### config.mk
export PLATFORM = sky130hd
export DESIGN_NAME = sar_conv_sched
export DESIGN_NICKNAME = d
export VERILOG_FILES = /design/src/rtl/sar_conv_sched.sv
export SDC_FILE = /design/constraint.sdc
export NUM_CORES = 1
export LEC_CHECK = 0
export BUFFER_PORTS_ARGS = -buffer_cell sky130_fd_sc_hd__buf_4
export CAP_MARGIN = 20
export CORE_MARGIN = 3
export CORE_UTILIZATION = 54
export DETAILED_ROUTE_END_ITERATION = 8
export PLACE_DENSITY_LB_ADDON = 0.15
export SYNTH_ARGS = -nofsm -noshare
export SYNTH_HDL_FRONTEND = slang
export SYNTH_SLANG_ARGS = --single-unit
### constraint.sdc
create_clock -name i_clk -period 2.8 [get_ports i_clk]
set_input_delay 0.14 -clock i_clk [delete_from_list [all_inputs] [get_ports i_clk]]
set_output_delay 0.14 -clock i_clk [all_outputs]
set_load 0.1 [all_outputs]
### src/rtl/sar_conv_sched.sv
// Round-robin scheduler sharing one SAR ADC digital back end among several requesters,
// with an end-of-conversion watchdog that recovers a hung back end through its reset.
module sar_conv_sched #(
    parameter int ADC_RESOLUTION = 10,
    parameter int NUM_REQ        = 4,
    parameter int TIMEOUT_CYCLES = 64,
    parameter int RST_CYCLES     = 3
) (
    input  logic                       i_clk,
    input  logic                       i_rst,
    input  logic [NUM_REQ-1:0]         i_req,
    output logic [NUM_REQ-1:0]         o_gnt,
    output logic                       o_busy,
    output logic                       o_start,
    output logic                       o_dbe_rstn,
    input  logic                       i_eoc,
    input  logic [ADC_RESOLUTION-1:0]  i_a2d,
    output logic [ADC_RESOLUTION-1:0]  o_data,
    output logic                       o_data_vld,
    output logic [$clog2(NUM_REQ)-1:0] o_data_id,
    output logic                       o_timeout
);

    localparam int IDW = $clog2(NUM_REQ);
    localparam int WDW = $clog2(TIMEOUT_CYCLES) + 1;
    localparam int RCW = $clog2(RST_CYCLES) + 1;
    localparam logic [WDW-1:0] WDOG_LIMIT = WDW'(TIMEOUT_CYCLES - 1);
    localparam logic [RCW-1:0] RCNT_LAST  = RCW'(RST_CYCLES - 1);
    localparam logic [IDW-1:0] LAST_ID    = IDW'(NUM_REQ - 1);

    typedef enum logic [1:0] {
        S_RECOVER,
        S_IDLE,
        S_START,
        S_WAIT
    } state_t;

    state_t                    state, state_nxt;
    logic [IDW-1:0]            rr_ptr, rr_ptr_nxt;
    logic [IDW-1:0]            winner, winner_nxt;
    logic [WDW-1:0]            wdog, wdog_nxt, wdog_inc;
    logic [RCW-1:0]            rcnt, rcnt_nxt;
    logic                      eoc_prev, eoc_edge;

    logic [IDW-1:0]            cand;
    logic [IDW-1:0]            pick;
    logic                      any_req;
    logic [NUM_REQ-1:0]        pick_onehot;
    logic [IDW-1:0]            ptr_after;

    logic [NUM_REQ-1:0]        gnt_nxt;
    logic                      busy_nxt;
    logic                      start_nxt;
    logic                      dbe_rstn_nxt;
    logic [ADC_RESOLUTION-1:0] data_nxt;
    logic                      data_vld_nxt;
    logic [IDW-1:0]            data_id_nxt;
    logic                      timeout_nxt;

    // Walk downward so the candidate closest above the pointer is the one left standing.
    always_comb begin
        cand    = '0;
        pick    = '0;
        any_req = 1'b0;
        for (int i = NUM_REQ - 1; i >= 0; i--) begin
            cand = IDW'((int'(rr_ptr) + i) % NUM_REQ);
            if (i_req[cand]) begin
                pick    = cand;
                any_req = 1'b1;
            end
        end
        for (int i = 0; i < NUM_REQ; i++) begin
            pick_onehot[i] = (IDW'(i) == pick);
        end
    end

    assign ptr_after = (winner == LAST_ID) ? '0 : winner + IDW'(1);
    assign eoc_edge  = i_eoc & ~eoc_prev;
    assign wdog_inc  = wdog + WDW'(1);

    always_comb begin
        state_nxt    = state;
        rr_ptr_nxt   = rr_ptr;
        winner_nxt   = winner;
        wdog_nxt     = wdog;
        rcnt_nxt     = rcnt;
        gnt_nxt      = o_gnt;
        start_nxt    = 1'b0;
        dbe_rstn_nxt = o_dbe_rstn;
        data_nxt     = o_data;
        data_vld_nxt = 1'b0;
        data_id_nxt  = o_data_id;
        timeout_nxt  = 1'b0;

        case (state)
            S_RECOVER: begin
                dbe_rstn_nxt = 1'b0;
                if (rcnt == RCNT_LAST) begin
                    rcnt_nxt     = '0;
                    dbe_rstn_nxt = 1'b1;
                    state_nxt    = S_IDLE;
                end else begin
                    rcnt_nxt = rcnt + RCW'(1);
                end
            end
            S_IDLE: begin
                if (any_req) begin
                    winner_nxt = pick;
                    gnt_nxt    = pick_onehot;
                    start_nxt  = 1'b1;
                    state_nxt  = S_START;
                end
            end
            S_START: begin
                wdog_nxt  = '0;
                state_nxt = S_WAIT;
            end
            S_WAIT: begin
                // The threshold is tested on the incremented count; an eoc edge in that cycle still wins.
                wdog_nxt = wdog_inc;
                if (eoc_edge) begin
                    data_nxt     = i_a2d;
                    data_id_nxt  = winner;
                    data_vld_nxt = 1'b1;
                    gnt_nxt      = '0;
                    rr_ptr_nxt   = ptr_after;
                    state_nxt    = S_IDLE;
                end else if (wdog_inc == WDOG_LIMIT) begin
                    timeout_nxt  = 1'b1;
                    gnt_nxt      = '0;
                    rr_ptr_nxt   = ptr_after;
                    dbe_rstn_nxt = 1'b0;
                    rcnt_nxt     = '0;
                    state_nxt    = S_RECOVER;
                end
            end
            default: begin
                state_nxt = S_RECOVER;
            end
        endcase

        busy_nxt = (state_nxt != S_IDLE);
    end

    // eoc history tracks the pin in every state, so an eoc still high from the last
    // conversion cannot look like a fresh edge when WAIT begins.
    always_ff @(posedge i_clk) begin
        if (i_rst) begin
            state      <= S_RECOVER;
            rr_ptr     <= '0;
            winner     <= '0;
            wdog       <= '0;
            rcnt       <= '0;
            eoc_prev   <= 1'b0;
            o_gnt      <= '0;
            o_busy     <= 1'b1;
            o_start    <= 1'b0;
            o_dbe_rstn <= 1'b0;
            o_data     <= '0;
            o_data_vld <= 1'b0;
            o_data_id  <= '0;
            o_timeout  <= 1'b0;
        end else begin
            state      <= state_nxt;
            rr_ptr     <= rr_ptr_nxt;
            winner     <= winner_nxt;
            wdog       <= wdog_nxt;
            rcnt       <= rcnt_nxt;
            eoc_prev   <= i_eoc;
            o_gnt      <= gnt_nxt;
            o_busy     <= busy_nxt;
            o_start    <= start_nxt;
            o_dbe_rstn <= dbe_rstn_nxt;
            o_data     <= data_nxt;
            o_data_vld <= data_vld_nxt;
            o_data_id  <= data_id_nxt;
            o_timeout  <= timeout_nxt;
        end
    end

endmodule

==> Word level (Yosys, flattened, before mapping) <==
Index checks and enable logic that the tools add are counted.
{ "word_totals": {"inputBits": 17, "ff_bits": 38} }
{ "classes": {"n_eq_ne": 14, "bitwise": 4, "addsub": 6, "reduce_logical": 14, "muxes": 40, "n_lt_le_gt_ge": 4} }
{ "op_table": {"columns": ["cell", "n"], "rows": [
  ["$mux W2", 11],
  ["$mux W1", 14],
  ["$pmux W7 S2", 1],
  ["$lt A2 B3 Y1 const B", 4],
  ["$mux W4", 3],
  ["$mux W3", 3],
  ["$bmux W1 S2", 4],
  ["$pmux W2 S4", 1],
  ["$pmux W4 S2", 1],
  ["$reduce_bool A2 Y1", 4],
  ["$add A7 B1 Y7 const B", 1],
  ["$eq A7 B6 Y1 const B", 1],
  ["$eq A2 B2 Y1 const B", 3],
  ["$ne A2 B2 Y1 const B", 3],
  ["$pmux W3 S2", 1],
  ["$reduce_and A2 Y1", 3],
  ["$reduce_and A3 Y1", 2],
  ["$add A2 B1 Y2 const B", 2],
  ["$add A2 B2 Y2 const B", 2],
  ["$eq A2 B2 Y1 const A", 2],
  ["$logic_not A2 Y1", 2],
  ["$reduce_or A2 Y1", 2],
  ["$add A3 B1 Y3 const B", 1],
  ["$eq A3 B2 Y1 const B", 1],
  ["other kinds (8)", 10]
]} }

==> Logic depth before layout (Yosys ltp) <==
{ "logic_depth": {"ltp_word": 10, "mapped_depth": 7, "mapped_depth_nobuf": 6} }

==> Worst setup path before layout <==
OpenSTA, ideal clock, no wires.
{ "synth_timing": {"path_kind": "reg-to-reg", "from": "register wdog[0]", "to": "register o_gnt[0]", "n_path_buf": 0, "required_time_ns": 2.679, "stages_incl_launch_ff": 6, "period_less_slack_ns": 1.824, "setup_slack_ns": 0.976, "arrival_ns": 1.703, "path_cell_list": "dfxtp_1 -> ha_1 -> a221oi_1 -> o22a_2 -> a211oi_4 -> mux2_4"} }
{ "synth_between": {"elab_chain_cells": 4} }
{ "synth_lines": {"columns": ["item", "line", "rtl"], "rows": [
  ["start: declaration", "41", "logic [WDW-1:0] wdog, wdog_nxt, wdog_inc;"],
  ["start signal: assignment", "167", "wdog <= wdog_nxt;"],
  ["$add A7 B1 Y7", "79", "assign wdog_inc = wdog + WDW'(1);"],
  ["$eq A7 B6 Y1", "128", "end else if (wdog_inc == WDOG_LIMIT) begin"],
  ["$ne A3 B3 Y1 (no line)", null, null],
  ["$reduce_and A3 Y1 (no line)", null, null],
  ["end signal: assignment", "170", "o_gnt <= gnt_nxt;"],
  ["end: declaration", "12", "output logic [NUM_REQ-1:0] o_gnt,"]
]} }
No other way between the ends.
A chain may end at the register's enable or synchronous reset.

==> Final worst setup path <==
Ends and elaborated chain as after synthesis.

==> flow_results.xml <==
<?xml version="1.0" encoding="UTF-8"?>
<metrics>
  <group name="route">
    <metric name="drtPass1Iterations" unit="">4</metric>
    <metric name="routedWlPerCell" unit="um">12.4</metric>
    <metric name="drt.antenna.violating_nets" unit="">0</metric>
    <metric name="via_count" unit="">1568</metric>
    <metric name="number_of_design_rule_violations_left_by_the_first_detailed_router_iteration" unit="">53</metric>
    <metric name="via_per_inst" unit="">5.32</metric>
    <metric name="drt_wl_total" unit="um">3650</metric>
    <metric name="remaining_drc_errors" unit="">0</metric>
  </group>
  <group name="floorplan">
    <metric name="die-width" unit="um">64.0</metric>
    <metric name="floorplan.rows" unit="">20</metric>
    <metric name="die-area" unit="mm^2">0.00410</metric>
    <metric name="initial_utilization" unit="%">58.2</metric>
    <metric name="die_height" unit="um">64.0</metric>
    <metric name="io_pins" unit="">38</metric>
    <metric name="placeableCoreArea" unit="mm^2">0.00313</metric>
  </group>
  <group name="global_route">
    <metric name="largest_net_degree_at_the_start_of_global_routing" unit="">44</metric>
    <metric name="grt.total_usage" unit="%">19.3</metric>
    <metric name="grt_overflow_total" unit="">0</metric>
    <metric name="first_global_vias" unit="">1362</metric>
    <metric name="grt_antenna_before_repair" unit="">0</metric>
    <metric name="global_route_wire_length_before_repair" unit="um">6240</metric>
  </group>
  <group name="critical_path">
    <metric name="critical_path.max_fanout" unit="">8</metric>
    <metric name="cp_top_family" unit="">compound AO/OA/AOI/OAI gates</metric>
    <metric name="slowest_stage" unit="">sky130_fd_sc_hd__dfxtp_1</metric>
    <metric name="worstPathArrival" unit="ps">2220</metric>
    <metric name="criticalPathCategory" unit="">reg -&gt; reg</metric>
    <metric name="worst_ep_required_time" unit="ps">3040</metric>
    <metric name="critPathCaptureType" unit="">register</metric>
    <metric name="cp.buffers_inverters" unit="">0</metric>
    <metric name="startpoint_type" unit="">register</metric>
    <metric name="cp_slowest_stage_delay" unit="ps">460</metric>
    <metric name="timing.critical_path.cells" unit="">ha_1 &gt; a221oi_1 &gt; o22a_2 &gt; a211oi_4 &gt; mux2_4</metric>
  </group>
  <group name="yosys">
    <metric name="yosys.area.top_type_share" unit="%">41.8</metric>
    <metric name="synth.net_count" unit="">236</metric>
    <metric name="mappedNetlistArea" unit="mm^2">0.00182</metric>
    <metric name="synth-edff-count" unit="">0</metric>
    <metric name="synth_sequential_area_ratio" unit="%">41.8</metric>
    <metric name="yosys.area.top_type" unit="">sky130_fd_sc_hd__dfxtp_1</metric>
    <metric name="synthesis.area_per_instance" unit="um^2">8.42</metric>
    <metric name="yosys_warnings" unit="">0</metric>
    <metric name="synth-seq-cells" unit="">38</metric>
    <metric name="ys_dominant_reg_cell" unit="">sky130_fd_sc_hd__dfxtp_1</metric>
    <metric name="post_synth_num_cell_types" unit="">49</metric>
    <metric name="async_set_reset_flop_share_out_of_synthesis" unit="%">0</metric>
    <metric name="yosys-top-cells-area" unit="">sky130_fd_sc_hd__dfxtp_1 42%, sky130_fd_sc_hd__a21oi_1 7.4%, sky130_fd_sc_hd__nand2_1 7.2%, sky130_fd_sc_hd__nor2_1 3.9%, sky130_fd_sc_hd__nand2b_1 3.1%</metric>
    <metric name="netlist_instances" unit="">216</metric>
  </group>
  <group name="sta">
    <metric name="grt_setup_unrepaired" unit="">no</metric>
    <metric name="setup_viol" unit="">0</metric>
    <metric name="fin_skew" unit="ps">6.77</metric>
    <metric name="setup_tns" unit="ps">0</metric>
    <metric name="final.min_clock_period" unit="ps">1990</metric>
    <metric name="worst_margin_pin_slew" unit="ps">521</metric>
    <metric name="finalMaxSlewViolations" unit="">0</metric>
    <metric name="relSlewSlack" unit="%">65.2</metric>
    <metric name="finalHoldViolations" unit="">0</metric>
    <metric name="achievable-frequency" unit="MHz">503</metric>
    <metric name="timing.final.crit_share" unit="%">71.0</metric>
  </group>
  <group name="run_status">
    <metric name="status" unit="">complete, no violations</metric>
  </group>
  <group name="run">
    <metric name="max_cap_violations" unit="">0</metric>
  </group>
  <group name="clocking">
    <metric name="cts_buffers" unit="">5</metric>
    <metric name="clk_path_buf_depth" unit="">2</metric>
    <metric name="cts_htree_levels" unit="">2</metric>
    <metric name="cts_tree" unit="">yes</metric>
    <metric name="clk_pin_slew" unit="ps">110</metric>
    <metric name="cts_root_buffer" unit="">sky130_fd_sc_hd__clkbuf_4</metric>
    <metric name="post_cts_setup_buffer_count" unit="">0</metric>
    <metric name="cts_resized" unit="">0</metric>
    <metric name="insertion_delay_of_the_later_clocked_pin_in_the_worst_skew_pair" unit="ps">340</metric>
    <metric name="cts_hold_buffers" unit="">0</metric>
    <metric name="clock-sinks" unit="">38</metric>
  </group>
  <group name="power_and_ir_drop">
    <metric name="power.density_cell_area" unit="mW/mm^2">614</metric>
    <metric name="p_leak" unit="uW">0.000867</metric>
    <metric name="ir_worst_vdd" unit="mV">0.384</metric>
    <metric name="finalPower" unit="uW">1350</metric>
  </group>
  <group name="cells_and_area">
    <metric name="antenna-diode-count" unit="">0</metric>
    <metric name="layout_nets" unit="">271</metric>
    <metric name="flow.area_growth_from_synthesis" unit="%">20.5</metric>
    <metric name="fillers" unit="">276</metric>
    <metric name="layout-drive-gt1-share" unit="%">23.5</metric>
  </group>
  <group name="placement">
    <metric name="detailedPlacementHpwl" unit="um">2640</metric>
    <metric name="place_congestion" unit="">0.906</metric>
    <metric name="io_buffers" unit="">37</metric>
  </group>
  <group name="min_path">
    <metric name="holdCritPathClass" unit="">in -&gt; reg</metric>
  </group>
</metrics>
[state kept, by name (all words and copies together) (netlist names)]
name and cells:
o_busy 1, winner 2, wdog 7, o_dbe_rstn 1
o_timeout 1, state 2, eoc_prev 1, o_data_id 2
o_data_vld 1, o_start 1, o_data 10, rcnt 3
o_gnt 4, rr_ptr 2
[per-stage QoR]
step	area [um^2]	hold WS [ps]	setup slack [ps]	instances	util [%]
floorplan	1820	268	976	216	-
global placement	2110	373	878	288	67.5
detailed placement	2110	376	817	288	67.5
CTS	2190	15.2	799	295	70.1
global route	2190	19.0	627	295	70.1
finish	2190	28.1	812	295	70.1
[Yosys cell counts (2+ instances only)]
master,count
sky130_fd_sc_hd__dfxtp_1,38
sky130_fd_sc_hd__nor2b_1,3
sky130_fd_sc_hd__a22oi_1,2
sky130_fd_sc_hd__mux2_4,2
sky130_fd_sc_hd__mux2i_1,4
sky130_fd_sc_hd__nand3_1,4
sky130_fd_sc_hd__nand3b_1,4
sky130_fd_sc_hd__inv_1,9
sky130_fd_sc_hd__buf_2,3
sky130_fd_sc_hd__clkbuf_1,6
sky130_fd_sc_hd__nand2b_1,9
sky130_fd_sc_hd__nor3_1,5
sky130_fd_sc_hd__ha_1,3
sky130_fd_sc_hd__a21oi_1,27
sky130_fd_sc_hd__nor2_1,19
sky130_fd_sc_hd__nor3b_1,2
sky130_fd_sc_hd__o21ai_0,7
sky130_fd_sc_hd__xor2_1,2
sky130_fd_sc_hd__o22ai_1,2
sky130_fd_sc_hd__a211oi_4,2
sky130_fd_sc_hd__nand2_1,35
[cells by family after synthesis]
group	after synthesis	synth area share, %
compound gates	56	21.8
xor+xnor	2	0.963
fa+ha+maj	3	2.06
buf+inv	19	4.54
flops	38	41.8
mux	6	3.85
simple gates	92	25.0
[placed cells by master (no fill, tap or decap), types with 2 or more instances in the layout]
master,instances
sky130_fd_sc_hd__nand3_1,4
sky130_fd_sc_hd__nand2_1,35
sky130_fd_sc_hd__nor2b_1,3
sky130_fd_sc_hd__mux2_4,2
sky130_fd_sc_hd__nand3b_1,4
sky130_fd_sc_hd__a211oi_4,2
sky130_fd_sc_hd__a22oi_1,2
sky130_fd_sc_hd__buf_4,38
sky130_fd_sc_hd__a21oi_1,27
sky130_fd_sc_hd__clkbuf_4,5
sky130_fd_sc_hd__o22ai_1,2
sky130_fd_sc_hd__mux2i_1,4
sky130_fd_sc_hd__o21ai_0,7
sky130_fd_sc_hd__inv_1,9
sky130_fd_sc_hd__nor2_1,19
sky130_fd_sc_hd__dfxtp_1,38
sky130_fd_sc_hd__nand2b_1,9
sky130_fd_sc_hd__xor2_1,2
sky130_fd_sc_hd__nor3b_1,2
sky130_fd_sc_hd__nor3_1,5
sky130_fd_sc_hd__ha_1,3
[where the power goes]
group | internal, uW | leakage, uW | switching (uW)
Combinational | 114 | 0.000515 | 215
Sequential | 580 | 0.000307 | 56.0
Clock | 208 | 0.0000443 | 173
[metal layers]
| layer | vias to the layer above | wire length (um) | global-route usage, % |
|---|---|---|---|
| met3 | 4 | 138 | 5.80 |
| met1 | 713 | 1760 | 24.4 |
| met4 | 0 | 21 | 4.85 |
| met2 | 28 | 1730 | 31.9 |
| met5 | - | 0 | 0 |
| li1 | 823 | - | - |
[layout make-up]
class	count	area, um^2	area share [%]
repair buffers	38	285	13.0
multi-input cells	159	976	44.5
clock buffers	6	51.3	2.34
well taps	44	55.1	2.51
clock inverters	1	30.0	1.37
flip-flops and latches	38	761	34.7
inverters	9	33.8	1.54
[path summary, 6_finish.rpt]
kind,start,end,slack [ps],depth (start not counted)
setup reg to reg,wdog[0]$_SDFFE_PP0P_,o_gnt[0]$_SDFFE_PP0P_,810,5
hold / removal,i_eoc,eoc_prev$_SDFF_PP0_,30,2
hold reg to reg,o_data[7]$_SDFFE_PP0P_,o_data[7]$_SDFFE_PP0P_,460,2
setup / recovery,wdog[0]$_SDFFE_PP0P_,o_gnt[0]$_SDFFE_PP0P_,810,5
Power figures use the tool's default switching activity.
